===== config.mk =====
export PLATFORM = sky130hd
export DESIGN_NAME = regfile_writeback
export DESIGN_NICKNAME = d
export VERILOG_FILES = /design/src/rtl/rv_pkg.sv /design/src/rtl/wb_fifo.sv /design/src/rtl/regfile_writeback.sv
export SDC_FILE = /design/constraint.sdc
export NUM_CORES = 1
export LEC_CHECK = 0
export ABC_AREA = 1
export BUFFER_PORTS_ARGS = -buffer_cell sky130_fd_sc_hd__buf_2
export CORE_UTILIZATION = 55
export DETAILED_ROUTE_END_ITERATION = 10
export HOLD_SLACK_MARGIN = 0.02
export PLACE_DENSITY = 0.81
export SETUP_SLACK_MARGIN = 0.05
export SYNTH_ARGS = -nofsm -noshare
export SYNTH_HDL_FRONTEND = slang
export SYNTH_SLANG_ARGS = --single-unit

===== constraint.sdc =====
create_clock -name clk -period 5 [get_ports clk]
set_clock_uncertainty 0.15 [all_clocks]
set_input_delay 0.75 -clock clk [delete_from_list [all_inputs] [get_ports clk]]
set_output_delay 0.75 -clock clk [all_outputs]
set_load 0.02 [all_outputs]

===== src/rtl/rv_pkg.sv =====
// rv_pkg: shared definitions for the integer register-file write side.
//   XLEN       data width
//   NREG       number of architectural registers
//   REG_AW     register address width
//   wb_entry_t one pending write {rd, data}
//   rdMask()   one-hot register mask of rd, with x0 never marked
package rv_pkg;

  localparam int XLEN   = 32;
  localparam int NREG   = 32;
  localparam int REG_AW = $clog2(NREG);

  typedef struct packed {
    logic [REG_AW-1:0] rd;
    logic [XLEN-1:0]   data;
  } wb_entry_t;

  // x0 is hardwired to zero, so a write to it never needs tracking.
  function automatic logic [NREG-1:0] rdMask(input logic [REG_AW-1:0] rd);
    logic [NREG-1:0] m;
    m     = '0;
    m[rd] = 1'b1;
    m[0]  = 1'b0;
    return m;
  endfunction

endpackage


===== src/rtl/wb_fifo.sv =====
// wb_fifo: synchronous in-order FIFO of wb_entry_t holding buffered load results.
// Ports:
//   clk, rst_n      clock, synchronous active-low reset (pointers/count cleared)
//   i_push          write i_pushEntry at the tail (caller guarantees not full)
//   i_pushEntry     entry to write
//   i_pop           drop the head entry (caller guarantees not empty)
//   o_head          current head entry
//   o_count         occupancy, 0..DEPTH
//   o_pendMask      OR of one-hot rd masks of every valid entry
module wb_fifo
  import rv_pkg::*;
#(
  parameter int DEPTH = 4,
  parameter int AW    = $clog2(DEPTH)
) (
  input  logic            clk,
  input  logic            rst_n,
  input  logic            i_push,
  input  wb_entry_t       i_pushEntry,
  input  logic            i_pop,
  output wb_entry_t       o_head,
  output logic [AW:0]     o_count,
  output logic [NREG-1:0] o_pendMask
);

  wb_entry_t     r_mem [DEPTH];
  logic [AW-1:0] r_wptr;
  logic [AW-1:0] r_rptr;
  logic [AW:0]   r_count;
  logic [NREG-1:0] w_pendMask;

  // Storage carries no reset: entries are only visible through r_count.
  always_ff @(posedge clk) begin
    if (i_push) begin
      r_mem[r_wptr] <= i_pushEntry;
    end
  end

  // DEPTH is a power of two, so the pointers wrap naturally.
  always_ff @(posedge clk) begin
    if (!rst_n) begin
      r_wptr  <= '0;
      r_rptr  <= '0;
      r_count <= '0;
    end else begin
      if (i_push) r_wptr <= r_wptr + 1'b1;
      if (i_pop)  r_rptr <= r_rptr + 1'b1;
      case ({i_push, i_pop})
        2'b10:   r_count <= r_count + 1'b1;
        2'b01:   r_count <= r_count - 1'b1;
        default: r_count <= r_count;
      endcase
    end
  end

  // Walk the occupied window starting at the head.
  always_comb begin
    w_pendMask = '0;
    for (int i = 0; i < DEPTH; i++) begin
      if ((AW+1)'(i) < r_count) begin
        w_pendMask = w_pendMask | rdMask(r_mem[r_rptr + AW'(i)].rd);
      end
    end
  end

  assign o_head     = r_mem[r_rptr];
  assign o_count    = r_count;
  assign o_pendMask = w_pendMask;

endmodule


===== src/rtl/regfile_writeback.sv =====
// regfile_writeback: write-side front end of the integer register file.
// Accepts ALU results (single cycle) and load results (buffered in wb_fifo),
// picks one winner per cycle and registers it onto the regfile write port.
// Ports:
//   clk, rst_n                        clock, synchronous active-low reset
//   alu_valid/alu_ready/alu_rd/alu_data   ALU result handshake
//   ld_valid/ld_ready/ld_rd/ld_data       load result handshake
//   rf_we/rf_waddr/rf_wdata           registered regfile write port
//   rs1_addr/rs2_addr                 decode-stage read addresses
//   pend_mask                         registers with a write buffered or in output stage
//   ld_count                          load FIFO occupancy
//   fwd1_hit/fwd1_data/fwd2_hit/fwd2_data  forwarding of the in-flight write
// Configuration macro: WB_FWD_EN enables forwarding; otherwise fwd ports are 0.
module regfile_writeback
  import rv_pkg::*;
#(
  parameter int LD_DEPTH = 4,
  parameter int CW       = $clog2(LD_DEPTH) + 1
) (
  input  logic              clk,
  input  logic              rst_n,
  input  logic              alu_valid,
  output logic              alu_ready,
  input  logic [REG_AW-1:0] alu_rd,
  input  logic [XLEN-1:0]   alu_data,
  input  logic              ld_valid,
  output logic              ld_ready,
  input  logic [REG_AW-1:0] ld_rd,
  input  logic [XLEN-1:0]   ld_data,
  output logic              rf_we,
  output logic [REG_AW-1:0] rf_waddr,
  output logic [XLEN-1:0]   rf_wdata,
  input  logic [REG_AW-1:0] rs1_addr,
  input  logic [REG_AW-1:0] rs2_addr,
  output logic [NREG-1:0]   pend_mask,
  output logic [CW-1:0]     ld_count,
  output logic              fwd1_hit,
  output logic [XLEN-1:0]   fwd1_data,
  output logic              fwd2_hit,
  output logic [XLEN-1:0]   fwd2_data
);

  wb_entry_t         w_head;
  wb_entry_t         w_winner;
  logic [CW-1:0]     w_count;
  logic [NREG-1:0]   w_fifoMask;
  logic              w_full;
  logic              w_empty;
  logic              w_push;
  logic              w_pop;
  logic              w_win;
  logic              r_we;
  logic [REG_AW-1:0] r_waddr;
  logic [XLEN-1:0]   r_wdata;

  // Readiness comes only from the registered count, never from valid or pop.
  assign w_full    = (w_count == CW'(LD_DEPTH));
  assign w_empty   = (w_count == '0);
  assign ld_ready  = !w_full;
  assign alu_ready = !w_full;
  assign w_push    = ld_valid && ld_ready;

  wb_fifo #(.DEPTH(LD_DEPTH)) u_fifo (
    .clk         (clk),
    .rst_n       (rst_n),
    .i_push      (w_push),
    .i_pushEntry ({ld_rd, ld_data}),
    .i_pop       (w_pop),
    .o_head      (w_head),
    .o_count     (w_count),
    .o_pendMask  (w_fifoMask)
  );

  // A full FIFO takes priority so loads cannot starve behind a busy ALU.
  always_comb begin
    w_win    = 1'b0;
    w_pop    = 1'b0;
    w_winner = '0;
    if (w_full) begin
      w_win    = 1'b1;
      w_pop    = 1'b1;
      w_winner = w_head;
    end else if (alu_valid) begin
      w_win    = 1'b1;
      w_winner = {alu_rd, alu_data};
    end else if (!w_empty) begin
      w_win    = 1'b1;
      w_pop    = 1'b1;
      w_winner = w_head;
    end
  end

  // Writes to x0 are consumed but never raise the write enable.
  always_ff @(posedge clk) begin
    if (!rst_n) begin
      r_we    <= 1'b0;
      r_waddr <= '0;
      r_wdata <= '0;
    end else begin
      r_we <= w_win && (w_winner.rd != '0);
      if (w_win) begin
        r_waddr <= w_winner.rd;
        r_wdata <= w_winner.data;
      end
    end
  end

  assign rf_we     = r_we;
  assign rf_waddr  = r_waddr;
  assign rf_wdata  = r_wdata;
  assign ld_count  = w_count;
  assign pend_mask = w_fifoMask | (r_we ? rdMask(r_waddr) : '0);

`ifdef WB_FWD_EN
  // Lets decode read the value being written this cycle.
  assign fwd1_hit  = r_we && (r_waddr != '0) && (r_waddr == rs1_addr);
  assign fwd2_hit  = r_we && (r_waddr != '0) && (r_waddr == rs2_addr);
  assign fwd1_data = r_wdata;
  assign fwd2_data = r_wdata;
`else
  logic w_unusedRs;
  assign w_unusedRs = ^{rs1_addr, rs2_addr};
  assign fwd1_hit   = 1'b0;
  assign fwd2_hit   = 1'b0;
  assign fwd1_data  = '0;
  assign fwd2_data  = '0;
`endif

endmodule


==> metrics, run 1 <==
r2r startpoint u_fifo.o_count[0]; die height 143 um; I/O Pins between 200 and 250; worst skew pair latency 430 ps; Net Sw Frac 0.486; P per Cell Area 580 nW/um2; largest net degree at the start of global routing 78; Post-synth ARST share 0; Iter 0 DRT Violations 711; Pint 3600 uW; fin area 12,100 um2; most frequent cell after synthesis nand2_1; PostCTS Resize Cnt 0; Period minus WS final 4020 ps; H-tree lvl count 4; CP startpoint u_fifo.r_rptr[0]; top cells by area, synth edfxtp_1 (41%), nand2_1 (20%), dfxtp_1 (8.7%); # DRC 0; Core Box Area 19,400 um2; ys flop type edfxtp_1; reg2reg path depth 6; die width 143 um; initial antenna violation count 3; aggregate routed wire length 28,300 um; antenna-violating nets left 0; first-pass GRT wire length 44,200 um; vias in the first global route 8,798; Worst-Margin Slew 1050 ps; WP buf/inv 4; final setup fails 0; RD Place Congestion between 0.9 and 1; Post-Route Setup TNS 0 ps; gr usage total 0.284; max cap viols 0; dpl cells 1,794; CP max stage cell dfxtp_1; cts hold-fix bufs 0; fillcell total 1,714; Tcrit/Tclk final 0.804; delay-heaviest family, CP simple AND/OR/NAND/NOR gates; Starting Density 0.560; Final Util 0.622; Post-Layout Cell Count roughly 1,800; CTS tree built; CTS buffer count 17; post-synth cell types 28; Fin Hold WS about 310 ps; worst endpoint required time 4100 ps; CTS max path bufs 2; Mapped Area 10,900 um2; CP max FO 37; run status finished clean; Post-Syn Instances 1,425; layout cells sized above 1 0.158; via density per instance around 5.2; syn_area_per_cell 7.62 um2; crit path kind reg -> out; std cell rows between 50 and 60; Seq/Total Area, Yosys 0.496; Reg2Reg Capture Point u_fifo.r_mem[0][3]; gr ovfl total 0; IO Port Bufs 151; CP max stage delay 680 ps; Post-synth EDFFs about 150; crit-path most repeated cell nand2_1; DIE AREA 20,300 um2; CTS Root Cell clkbuf_16; Placed Area approximately 12,000 um2; combinational share of power 0.498; Wirelength per Cell about 15 um; Max Clk Rate approximately 0.25 GHz; crit path DAT 3120 ps; Crit. End Element output pin; Yosys top cell by area edfxtp_1; Worst setup SP type flip-flop; clock slew at reported path FFs 70 ps; HP Class reg -> reg; top post-synthesis cells by count nand2_1 (565), nor2_1 (212), edfxtp_1 (148); clock share of power 0.184; last element of the critical path pend_mask[8]; post-CTS setup buffer count 0; max_slew headroom 0.292; share of the synthesized area in the top cell type 0.409; max-slew violation total from the final report 0; maximum vdd ir drop just over 0.4 mV; Switch Pwr 3400 uW; fin nets 1,645; cells along the critical path buf_4 -> inv_4 -> nand2_1 -> nand2_2 -> nand2_1 -> nand2_1 -> inv_2 -> nand3_1 -> nor2_1 -> nor2_1 -> nand2_1 -> buf_2; area delta synth->final 11.1%; RSZ-0062 raised after global routing no; via count 9,537; Synth Warn # 0; CTS sink count just under 200; number of cells on the critical path 12; Final Hold Viols 0; DR pass1 iterations 5; Flop pwr share 0.319; Leak Pwr 0.00550 uW; hpwl dp around 20,000 um; flops & latches, synth 195; reg-to-reg slack, setup 1970 ps
-- layout by cell type, fill, tap and decap left out, types with 7 or more instances in the layout --
master and instances:
nand2_1 565, nor2_1 208, buf_2 151, edfxtp_1 148, a21oi_1 109, conb_1 67
nand3_1 60, dfxtp_1 46, inv_1 42, o21ai_1 36, clkbuf_16 17, inv_2 15
nor3_1 12, nand2_2 11, nand3_2 10, o21ai_0 10, buf_4 10, ha_1 9
nor2_4 7
-- worst reg2reg max path, stage by stage, from the launching register on --
cell and delay, ps:
dfxtp_1 410, inv_1 140, ha_1 290, nand2_1 250
nand2_1 370, nor2_4 660, buf_4 430
-- how the worst min path moves through the flow --
| stage | startpoint | end | slack [ps] | depth (start not counted) |
|---|---|---|---|---|
| final | rf_wdata[18] | rf_wdata[18] | 310 | 2 |
| after global routing | rf_wdata[20] | rf_wdata[20] | 330 | 2 |
| after CTS | rf_wdata[13] | rf_wdata[13] | 310 | 2 |
| after detailed placement | rf_wdata[13] | rf_wdata[13] | 300 | 2 |
| after global placement | rf_wdata[2] | rf_wdata[2] | 300 | 2 |
| after floorplan | u_fifo.r_wptr[1] | u_fifo.r_wptr[1] | 340 | 2 |
-- layout make-up --
type | count | area, um2 | area share
timing repair buffer | 161 | 831 | 0.0688
tap | 265 | 332 | 0.0275
multi-input combinational | 1114 | 4730 | 0.392
inverter | 59 | 224 | 0.0185
sequential | 195 | 5390 | 0.446
clock buffer | 17 | 425 | 0.0352
clock inverter | 15 | 139 | 0.0115
antenna | 1 | 2.50 | 0.000207
-- metrics by stage --
step / worst slack (ps) / power (uW)
final: 982 / 7000
after global routing: 794 / 7450
after CTS: 1040 / 6960
after detailed placement: 1530 / 5680
after global placement: 1560 / 5580
after floorplan: 1490 / 4780
-- power groups by stage --
stage	sequential, uW	combinational (uW)	clock, uW
after global placement	2250	3340	0
after CTS	2220	3440	1300
final	2230	3480	1280
after floorplan	2370	2410	0
after global routing	2260	3830	1360
after detailed placement	2260	3430	0
-- flip-flops by register name, summed over array words and instances, names as in the netlist, named ones only --
signal,flops
rf_waddr,5
u_fifo.r_mem,148
rf_we,1
u_fifo.r_rptr,2
rf_wdata,32
u_fifo.r_wptr,2
u_fifo.o_count,3
-- logic make-up (layout without fill, tap and decap cells) --
family / Yosys count / in the layout / share of synthesized area
other: 1 / 68 / 0.000345
flip-flops: 195 / 195 / 0.496
adder cells (fa/ha/maj): 9 / 9 / 0.0104
AO/OA/AOI/OAI: 157 / 157 / 0.0737
AND/OR/NAND/NOR: 880 / 880 / 0.324
buffers and inverters: 182 / 252 / 0.0947
XOR/XNOR: 1 / 1 / 0.000806
-- per-layer routing --
metal / vias up / GRT usage / share of wire
li1: 4704 / - / -
met1: 4354 / 0.348 / 0.41
met2: 428 / 0.489 / 0.49
met3: 47 / 0.0619 / 0.079
met4: 4 / 0.103 / 0.021
met5: - / 0 / 0.00074
Power figures use the tool's default switching activity.
==> inputs of run 2 (changes only) <==
--- a/config.mk
+++ b/config.mk
@@ -5,12 +5,12 @@
 export SDC_FILE = /design/constraint.sdc
 export NUM_CORES = 1
 export LEC_CHECK = 0
-export ABC_AREA = 1
+export ABC_AREA = 0
 export BUFFER_PORTS_ARGS = -buffer_cell sky130_fd_sc_hd__buf_2
-export CORE_UTILIZATION = 55
+export CORE_UTILIZATION = 50
 export DETAILED_ROUTE_END_ITERATION = 10
 export HOLD_SLACK_MARGIN = 0.02
-export PLACE_DENSITY = 0.81
+export PLACE_DENSITY = 0.78
 export SETUP_SLACK_MARGIN = 0.05
 export SYNTH_ARGS = -nofsm -noshare
 export SYNTH_HDL_FRONTEND = slang
==> constraint.sdc (replaced) <==
create_clock -name clk -period 3.6 [get_ports clk]
set_clock_uncertainty 0.15 [all_clocks]
set_input_delay 0.54 -clock clk [delete_from_list [all_inputs] [get_ports clk]]
set_output_delay 0.54 -clock clk [all_outputs]
set_load 0.02 [all_outputs]
==> run 2 against run 1 <==
  * Power up 16%
  * Wire length decreased by 5.9%
  * Global-route usage down 3.2 points
  * Via count decreased by 20%
  * Sequential power rose by 38%
  * Flip-flop and latch count stayed put
  * Sequential share of layout area increased by 1.5 points
  * Critical endpoint is now pend_mask[27]
  * Largest cell class unchanged
  * Largest power group unchanged
  * Highest routed layer unchanged
==> metrics, run 2 <==
top cells by area, synth edfxtp_1 (43%), mux4_2 (10%), dfxtp_1 (9.1%); delay-heaviest family, CP multiplexers; vias in the first global route approximately 7,100; # DRC 0; via count 7,586; Leak Pwr 0.00429 uW; die height approximately 150 um; RD Place Congestion 0.908; final setup fails 0; std cell rows 52; maximum vdd ir drop ~0.46 mV; hpwl dp between 15,000 and 20,000 um; CTS buffer count 17; die width roughly 150 um; DR pass1 iterations 5; fin nets 1,048; H-tree lvl count 4; HP Class in -> reg; via density per instance between 6 and 7; Final Hold Viols 0; Post-synth ARST share 0; I/O Pins 229; Core Box Area between 20,000 and 25,000 um2; worst endpoint required time a little under 3000 ps; crit path kind reg -> out; Mapped Area 10,400 um2; DIE AREA 21,300 um2; CP max stage cell mux4_1; max cap viols 0; Flop pwr share 0.379; gr usage total 0.252; share of the synthesized area in the top cell type 0.428; Post-synth EDFFs 148; first-pass GRT wire length ~41,000 um; max reg flops 148; CTS max path bufs 2; RSZ-0062 raised after global routing yes; Synth Warn # 0; Post-Route Setup TNS 0 ps; max-slew violation total from the final report 0; Wirelength per Cell between 20 and 25 um; aggregate routed wire length 26,600 um; largest net degree at the start of global routing 77; crit path DAT about 2800 ps; flops & latches, synth 195; Crit. End Element output pin; top post-synthesis cells by count edfxtp_1 (148), buf_4 (71), nand3_1 (58); clock slew at reported path FFs 70 ps; max_slew headroom 0.297; worst skew pair latency between 400 and 500 ps; initial antenna violation count 4; CP max FO 10; clock share of power 0.219; P per Cell Area 693 nW/um2; CTS tree built; antenna-violating nets left 0; cells along the critical path buf_4 -> mux4_1 -> and4bb_1 -> a22oi_1 -> nand4_1 -> buf_2; CTS sink count around 200; Net Sw Frac 0.387; cts hold-fix bufs 0; ys flop type edfxtp_1; Post-Layout Cell Count approximately 1,200; post-synth cell types 54; Worst setup SP type flip-flop; syn_area_per_cell 12.5 um2; most frequent cells in the layout buf_2 (151), edfxtp_1 (148), conb_1 (67); Pint 4960 uW; combinational share of power 0.401; IO Port Bufs 151; Worst-Margin Slew 1050 ps; dpl cells 1,202; CTS Root Cell clkbuf_16; most frequent cell after synthesis edfxtp_1; Post-Syn Instances 831; Seq/Total Area, Yosys 0.519; commonest non-fill, non-tap cell in the layout buf_2; CP max stage delay 760 ps; WP buf/inv 2; Yosys top cell by area edfxtp_1; area delta synth->final 12.7%; Iter 0 DRT Violations 836; Max Clk Rate between 0.2 and 0.3 GHz; Starting Density 0.511; gr ovfl total 0; Biggest register u_fifo.r_mem; run status finished clean; layout cells sized above 1 0.281; Period minus WS final 3520 ps; Switch Pwr approximately 3100 uW; Tcrit/Tclk final 0.977
-- run 2: logic make-up (layout without fill, tap and decap cells) --
kind of cell | after synthesis | after routing | synth area share
flops | 195 | 195 | 0.519
xor+xnor | 5 | 5 | 0.00422
buf+inv | 144 | 211 | 0.0814
mux | 53 | 53 | 0.116
fa+ha+maj | 9 | 9 | 0.0108
other cells | 1 | 70 | 0.000361
simple gates | 212 | 212 | 0.125
compound gates | 212 | 212 | 0.144
-- run 2: final timing paths --
path	startpoint	end	slack (ps)	cells after the start
setup / recovery	u_fifo.r_rptr[0]	pend_mask[27]	80	6
hold / removal	ld_data[21]	u_fifo.r_mem[2][21]	170	1
setup reg to reg	u_fifo.o_count[0]	u_fifo.o_count[2]	840	7
hold reg to reg	u_fifo.r_wptr[1]	u_fifo.r_wptr[1]	390	2
-- run 2: power groups by stage --
| stage | Combinational, uW | Clock (uW) | Sequential (uW) |
|---|---|---|---|
| floorplan | 2200 | 0 | 3200 |
| global placement | 3140 | 0 | 3100 |
| detailed placement | 3190 | 0 | 3120 |
| CTS | 3210 | 1810 | 3070 |
| global route | 3450 | 1890 | 3120 |
| finish | 3250 | 1780 | 3070 |
-- run 2: repair_timing --
| action | in CTS | in global routing |
|---|---|---|
| endpoints found under the setup margin | 0 | 6 |
| setup buffers | 0 | 0 |
| resized for setup | 0 | 1 |
-- run 2: area by class of cell --
type / instances / area, um2
well taps: 270 / 338
repair buffers: 173 / 971
flip-flops and latches: 195 / 5390
multi-input cells: 558 / 4410
clock inverters: 10 / 103
clock buffers: 22 / 454
fillers: 1623 / 8600
inverters: 6 / 22.5
diodes: 3 / 7.51
-- run 2: metal layers --
| layer | global-route usage | vias up | share of wire |
|---|---|---|---|
| li1 | - | 3373 | - |
| met1 | 0.339 | 3687 | 0.39 |
| met2 | 0.407 | 486 | 0.49 |
| met3 | 0.0491 | 38 | 0.095 |
| met4 | 0.0943 | 2 | 0.022 |
| met5 | 0 | - | 0.00041 |
-- run 2: stage by stage --
step | setup slack [ps] | hold slack (ps) | cell area (um2) | total power [uW] | utilization
4_1_cts | 169 | 156 | 11700 | 8090 | 0.576
5_1_grt | 44.5 | 150 | 11700 | 8460 | 0.576
3_5_place_dp | 633 | 361 | 11100 | 6310 | 0.548
2_1_floorplan | 487 | 326 | 10600 | 5400 | -
6_report | 84.5 | 175 | 11700 | 8100 | 0.576
3_3_place_gp | 667 | 352 | 11100 | 6240 | 0.548
